===== config.mk =====
export PLATFORM = sky130hd
export DESIGN_NAME = imem_dmem_arbiter
export DESIGN_NICKNAME = d
export VERILOG_FILES = /design/src/rtl/imem_dmem_arbiter.sv
export SDC_FILE = /design/constraint.sdc
export NUM_CORES = 1
export LEC_CHECK = 0
export CAP_MARGIN = 20
export CORE_ASPECT_RATIO = 1.4
export CORE_UTILIZATION = 30
export CTS_CLUSTER_SIZE = 12
export DETAILED_ROUTE_END_ITERATION = 8
export PLACE_DENSITY = 0.72
export SLEW_MARGIN = 20
export SYNTH_ARGS = -nofsm -noshare
export SYNTH_HDL_FRONTEND = slang
export SYNTH_SLANG_ARGS = --single-unit
export TNS_END_PERCENT = 30

===== constraint.sdc =====
create_clock -name clk -period 3.9 [get_ports clk]
set_clock_uncertainty 0.2 [all_clocks]
set_input_delay 0.39 -clock clk [delete_from_list [all_inputs] [get_ports clk]]
set_output_delay 0.39 -clock clk [all_outputs]
set_load 0.05 [all_outputs]

===== src/rtl/imem_dmem_arbiter.sv =====
// imem_dmem_arbiter: shares one synchronous RAM between fetch and load/store.
// Data side wins ties; a starvation counter forces periodic fetch progress.
module imem_dmem_arbiter #(
  parameter int ADDR_W     = 32,
  parameter int DATA_W     = 32,
  parameter int MEM_LAT    = 1,
  parameter int STARVE_MAX = 4
) (
  input  logic              clk,
  input  logic              rst,
  input  logic              if_req_i,
  input  logic [ADDR_W-1:0] if_addr_i,
  output logic [DATA_W-1:0] if_rdata_o,
  output logic              if_ready_o,
  input  logic              dm_req_i,
  input  logic              dm_we_i,
  input  logic [3:0]        dm_sel_i,
  input  logic [ADDR_W-1:0] dm_addr_i,
  input  logic [DATA_W-1:0] dm_wdata_i,
  output logic [DATA_W-1:0] dm_rdata_o,
  output logic              dm_ready_o,
  output logic              stall_req_o,
  output logic              ram_ce_o,
  output logic              ram_we_o,
  output logic [3:0]        ram_sel_o,
  output logic [ADDR_W-1:0] ram_addr_o,
  output logic [DATA_W-1:0] ram_wdata_o,
  input  logic [DATA_W-1:0] ram_rdata_i
);

  localparam logic [1:0] S_IDLE   = 2'd0;
  localparam logic [1:0] S_BUSY_I = 2'd1;
  localparam logic [1:0] S_BUSY_D = 2'd2;
  localparam logic [1:0] S_DONE   = 2'd3;

  localparam logic [1:0] LAT_M1   = 2'(MEM_LAT - 1);
  localparam logic [2:0] STARVE_L = 3'(STARVE_MAX);

  logic [1:0]        state_q, state_d;
  logic [1:0]        cnt_q, cnt_d;
  logic [2:0]        starve_q, starve_d;
  logic              g_q, g_d;
  logic              ce_q, ce_d;
  logic              we_q, we_d;
  logic [3:0]        sel_q, sel_d;
  logic [ADDR_W-1:0] addr_q, addr_d;
  logic [DATA_W-1:0] wdata_q, wdata_d;
  logic [DATA_W-1:0] if_rdata_q, if_rdata_d;
  logic [DATA_W-1:0] dm_rdata_q, dm_rdata_d;
  logic              starved;
  logic              d_win;

  assign starved = if_req_i && (starve_q == STARVE_L);
  assign d_win   = dm_req_i && !starved;

  // Arbitrate in IDLE, count out the RAM latency, capture, pulse ready.
  always_comb begin
    state_d    = state_q;
    cnt_d      = cnt_q;
    starve_d   = starve_q;
    g_d        = g_q;
    ce_d       = ce_q;
    we_d       = we_q;
    sel_d      = sel_q;
    addr_d     = addr_q;
    wdata_d    = wdata_q;
    if_rdata_d = if_rdata_q;
    dm_rdata_d = dm_rdata_q;
    unique case (state_q)
      S_IDLE: begin
        if (!if_req_i) starve_d = 3'd0;
        if (d_win) begin
          state_d = S_BUSY_D;
          g_d     = 1'b1;
          ce_d    = 1'b1;
          we_d    = dm_we_i;
          sel_d   = dm_we_i ? dm_sel_i : 4'hF;
          addr_d  = dm_addr_i;
          wdata_d = dm_wdata_i;
          cnt_d   = LAT_M1;
          // d_win with a waiting fetch implies starve_q < limit
          if (if_req_i) starve_d = starve_q + 3'd1;
        end else if (if_req_i) begin
          state_d  = S_BUSY_I;
          g_d      = 1'b0;
          ce_d     = 1'b1;
          we_d     = 1'b0;
          sel_d    = 4'hF;
          addr_d   = if_addr_i;
          wdata_d  = '0;
          cnt_d    = LAT_M1;
          starve_d = 3'd0;
        end
      end
      S_BUSY_I, S_BUSY_D: begin
        // one write strobe per store, however long the latency
        we_d = 1'b0;
        if (cnt_q == 2'd0) begin
          ce_d    = 1'b0;
          state_d = S_DONE;
          if (g_q) dm_rdata_d = ram_rdata_i;
          else     if_rdata_d = ram_rdata_i;
        end else begin
          cnt_d = cnt_q - 2'd1;
        end
      end
      default: state_d = S_IDLE;
    endcase
  end

  // State and registered RAM-side outputs.
  always_ff @(posedge clk) begin
    if (rst) begin
      state_q    <= S_IDLE;
      cnt_q      <= 2'd0;
      starve_q   <= 3'd0;
      g_q        <= 1'b0;
      ce_q       <= 1'b0;
      we_q       <= 1'b0;
      sel_q      <= 4'h0;
      addr_q     <= '0;
      wdata_q    <= '0;
      if_rdata_q <= '0;
      dm_rdata_q <= '0;
    end else begin
      state_q    <= state_d;
      cnt_q      <= cnt_d;
      starve_q   <= starve_d;
      g_q        <= g_d;
      ce_q       <= ce_d;
      we_q       <= we_d;
      sel_q      <= sel_d;
      addr_q     <= addr_d;
      wdata_q    <= wdata_d;
      if_rdata_q <= if_rdata_d;
      dm_rdata_q <= dm_rdata_d;
    end
  end

  assign if_ready_o  = (state_q == S_DONE) && !g_q;
  assign dm_ready_o  = (state_q == S_DONE) && g_q;
  assign if_rdata_o  = if_rdata_q;
  assign dm_rdata_o  = dm_rdata_q;
  assign ram_ce_o    = ce_q;
  assign ram_we_o    = we_q;
  assign ram_sel_o   = sel_q;
  assign ram_addr_o  = addr_q;
  assign ram_wdata_o = wdata_q;

  assign stall_req_o = (if_req_i && !if_ready_o) || (dm_req_i && !dm_ready_o);

endmodule


### After elaboration in Yosys (flattened, before gate mapping)

Index checks and enable logic that the tools add are counted.

* word-level logic and storage cells: 69
* input bits: 137
* output and inout port bits: 137
* register bits after elaboration: 142

* muxes and demuxes: 25
* reductions and logical operators: 23
* add/sub/neg operators: 2
* equal/unequal tests: 7
* bitwise logic cells: 1

Operators with widths (count)
* $mux W32: 4
* $mux W2: 6
* $mux W4: 3
* $reduce_and A3 Y1: 4
* $pmux W2 S2: 2
* $logic_and A1 B1 Y1: 6
* $mux W1: 6
* $mux W3: 2
* $reduce_and A2 Y1: 3
* $eq A2 B2 Y1 const B: 2
* $logic_not A1 Y1: 4
* $logic_not A2 Y1: 2
* $ne A2 B2 Y1 const B: 2
* $pmux W1 S2: 2
* $reduce_bool A2 Y1: 2
* $add A3 B1 Y3 const B: 1
* $eq A3 B3 Y1 const B: 1
* $ne A3 B3 Y1 const B: 1
* $eq A2 B1 Y1 const B: 1
* $reduce_or A2 Y1: 1
* $sub A2 B1 Y2 const B: 1
* $logic_or A1 B1 Y1: 1
* $not A1 Y1: 1

### Logic depth before layout (Yosys ltp)

* depth in word-level cells: 6
* gate-level depth with buffers: 7
* mapped depth without buffers: 5

### Worst setup path before layout

Ideal clock, no wire load.

* path type: input to output
* start point: input port dm_req_i
* end point: output port stall_req_o
* arrival time: 1.698 ns
* slack: 1.612 ns
* required time: 3.310 ns
* buffers on the path: 3
* stages: 5
* cell sequence: buf_4 > buf_2 > buf_2 > nor2_1 > a21oi_1

* longest elaborated chain between the ends: 2

RTL lines
* start: declaration: RTL line 15 `input logic dm_req_i,`
* $logic_and A1 B1 Y1: RTL line 150 `assign stall_req_o = (if_req_i && !if_ready_o) || (dm_req_i && !dm_ready_o);`
* $logic_or A1 B1 Y1: RTL line 150
* end: declaration: RTL line 22 `output logic stall_req_o,`

Every way passes these cells.

### Worst setup path after layout

* start point: input port if_req_i
* end point: output port stall_req_o

* longest elaborated chain between the ends: 2

RTL lines
* start: declaration: RTL line 11 `input logic if_req_i,`
* $logic_and A1 B1 Y1: RTL line 150
* $logic_or A1 B1 Y1: RTL line 150

Every way passes these cells.

==> run summary <==
Status - finished clean
R2r setup slk - 1.64 ns
Vias in the first global route - 5,402
Sequential Area - 2840 µm²
Yosys cell types - 42
Nets - 1,075
Setup crit start - if_req_i
Die X - 118 µm
Yosys reg bits - 142
Worst Reg2Reg Path Length in Cells - 7
Sequential-to-total area share from yosys stat - 50.0%
Comb power frac - 48.9%
Post-synth top flop - dfxtp_1
H-Tree Depth - 4
Period Utilization, post-route - 78.4%
Warnings, synthesis - 0
Gpl congestion - 0.788
Synthesized instance count - 696
Number of synthesized flops with an enable pin - 0
Global-route wire length before repair - 28,400 µm
FF-to-FF End - ram_addr_o[0]$_SDFFE_PP0P_
P_leak - 0.00321 µW
Peak VDD IR - 453 µV
Slew HR - 30.6%
Synth area leaders - dfxtp_1, nand2_1, a21oi_1
Design area - 9060 µm²
Slew Viols, Final - 0
Cell Count Post-Placement - 1,157
Data required time of the critical path - 3.31 ns
Aggregate global-route resource usage - 18.3%
Crit end category - output port
Final hold vios - 0
Top-area cell type share of the netlist area - 50.0%
DRC - 0
CTS tree - built
Layout area overhead - 59.3%
Clock Path Buffers - 2
FFs w/ async S/R, synth - 0%
N_diodes - 0
Worst R2R Start - state_q[1]$_SDFFE_PP0P_
Largest net degree at the start of global routing - 95
Starting Density - 30.6%
Fraction of layout cells with a size suffix above 1 - 5.19%
Clock Root Buffer - clkbuf_16
Power density over cell area - 775 nW/µm²
TritonCTS buffer count - 17
Die area - 19,500 µm²
Drt wl/cell - 15.7 µm
Filler cells - 1,824
RSZ-0062 raised after global routing - false
Detail Route Antenna Nets - 0
Syn Area/Cell - 8.17 µm²
DIE HEIGHT - 165 µm
Resized cells post-CTS - 0
Top post-synthesis cells by count - nand2_1, dfxtp_1, a21oi_1
Routed wire length - 18,700 µm
Maxcap violations - 0
Hold WC Path Type - reg -> reg
Most numerous cell in the Yosys netlist - nand2_1
Reg clk slew, reported paths - 0.06 ns
# clock sinks - 142
Net Switching - 3150 µW
Max Clock Freq - 327 MHz
Worst EP arrival - 2.47 ns
Post-Route Setup TNS - 0 ns
Worst Setup EP - stall_req_o
WHS Path Cells - 2
Sequential Power Share - 28.4%
Startpoint types - input port
Core area - 18,600 µm²
Vias/cell - 4.95
Switch share - 44.9%
Crit path kind - in -> out
Num rows - 59
Final setup fails - 0
Starting DRT DRC Count - 336
Ports - 274
Tmin final - 3.06 ns
Synthesized Nets - 839
Vias - 5,884
P_int - 3870 µW
Post-Syn Area - 5690 µm²
Cts hold-fix bufs - 0
Post-synth top area cell - dfxtp_1
First-pass DRT Iterations - 5
Worst slew pin tran - 1.04 ns
Clk pwr share - 22.6%
Finished Layout Cells - 1,189
DP Wirelength - 12,400 µm
PortBufs - 273
Placed inst area - 8490 µm²
Worst-Skew Late Latency - 0.41 ns
Area of the multi-input gates - 2480 µm²
# Post-CTS Setup Buffers - 0
Grt ovf - 0
Antenna violations before repair - 0
Crit path max fanout - 11
==> state kept, by name, summed over array words and instances (netlist names) <==
register,flops
dm_rdata_o,32
if_rdata_o,32
ram_addr_o,32
ram_wdata_o,32
ram_sel_o,4
starve_q,3
cnt_q,2
state_q,2
g_q,1
ram_ce_o,1
ram_we_o,1
==> metrics by stage <==
step / util (%) / power, µW / hold WS, ns / setup slack [ns]
6_report: 48.7 / 7020 / 0.250 / 0.841
5_1_grt: 48.7 / 7390 / 0.261 / 0.693
3_3_place_gp: 45.6 / 5450 / 0.238 / 0.838
4_1_cts: 48.7 / 7090 / 0.251 / 0.800
3_5_place_dp: 45.6 / 5480 / 0.243 / 0.829
2_1_floorplan: - / 4380 / 0.244 / 1.61
==> final cells by class <==
type                    count  share of cell area [%]
well taps                 244                    3.37
clock buffers              19                    4.78
repair buffers            284                    31.3
clock inverters            13                    1.55
inverters                   8                   0.331
multi-input cells         479                    27.3
flip-flops and latches    142                    31.4
==> kinds of logic after synthesis <==
logic type / Yosys count / synth area share [%]
AO/OA/AOI/OAI: 183 / 19.6
adder cells (fa/ha/maj): 6 / 1.32
buffers and inverters: 75 / 6.47
flip-flops: 142 / 50.0
multiplexers: 1 / 0.176
AND/OR/NAND/NOR: 289 / 22.5
==> power groups by stage <==
stage                     clock, µW  combinational (µW)  sequential, µW
after floorplan                   0                1160            3210
after global placement            0                3430            2020
after detailed placement          0                3450            2030
after CTS                      1630                3460            2000
after global routing           1700                3650            2040
final                          1590                3440            2000
==> cell usage in the layout (no fill, tap or decap), types with 4 or more instances in the layout <==
master,synthesis,layout
clkdlybuf4s50_1,0,271
nand2_1,152,152
dfxtp_1,142,142
a21oi_1,94,94
nor2_1,55,55
nand3_1,33,33
a311oi_1,32,32
nand4_1,25,25
o21ai_0,19,19
clkbuf_16,0,17
o21ai_1,15,15
a32oi_1,10,10
buf_4,5,10
inv_1,8,8
ha_1,6,6
nor2b_1,4,4
a211oi_1,4,4
clkinv_2,0,4
clkinv_4,0,4
==> worst max-delay path: stages <==
cell,delay (ns)
clkdlybuf4s50_1,0.73
mux2i_1,0.14
a21oi_1,0.33
clkdlybuf4s50_1,0.87
==> worst min-delay path by stage <==
stage                                   end  slack [ns]                    startpoint
3_3_place_gp   ram_wdata_o[27]$_SDFFE_PP0P_        0.24  ram_wdata_o[27]$_SDFFE_PP0P_
3_5_place_dp   ram_wdata_o[19]$_SDFFE_PP0P_        0.24  ram_wdata_o[19]$_SDFFE_PP0P_
4_1_cts        ram_wdata_o[10]$_SDFFE_PP0P_        0.25  ram_wdata_o[10]$_SDFFE_PP0P_
6_report       ram_wdata_o[14]$_SDFFE_PP0P_        0.25  ram_wdata_o[14]$_SDFFE_PP0P_
5_1_grt        ram_wdata_o[22]$_SDFFE_PP0P_        0.26  ram_wdata_o[22]$_SDFFE_PP0P_
2_1_floorplan         cnt_q[1]$_SDFFE_PP0P_        0.24         cnt_q[1]$_SDFFE_PP0P_
==> metal layers <==
metal | GRT usage (%) | vias up | wire length (µm)
met4 | 6.82 | 0 | 372
met5 | 0 | - | 0
met1 | 20.7 | 2771 | 7680
met2 | 32.5 | 194 | 9390
met3 | 5.39 | 20 | 1210
li1 | - | 2899 | -
Note: power is estimated with default switching activity, not from simulation.
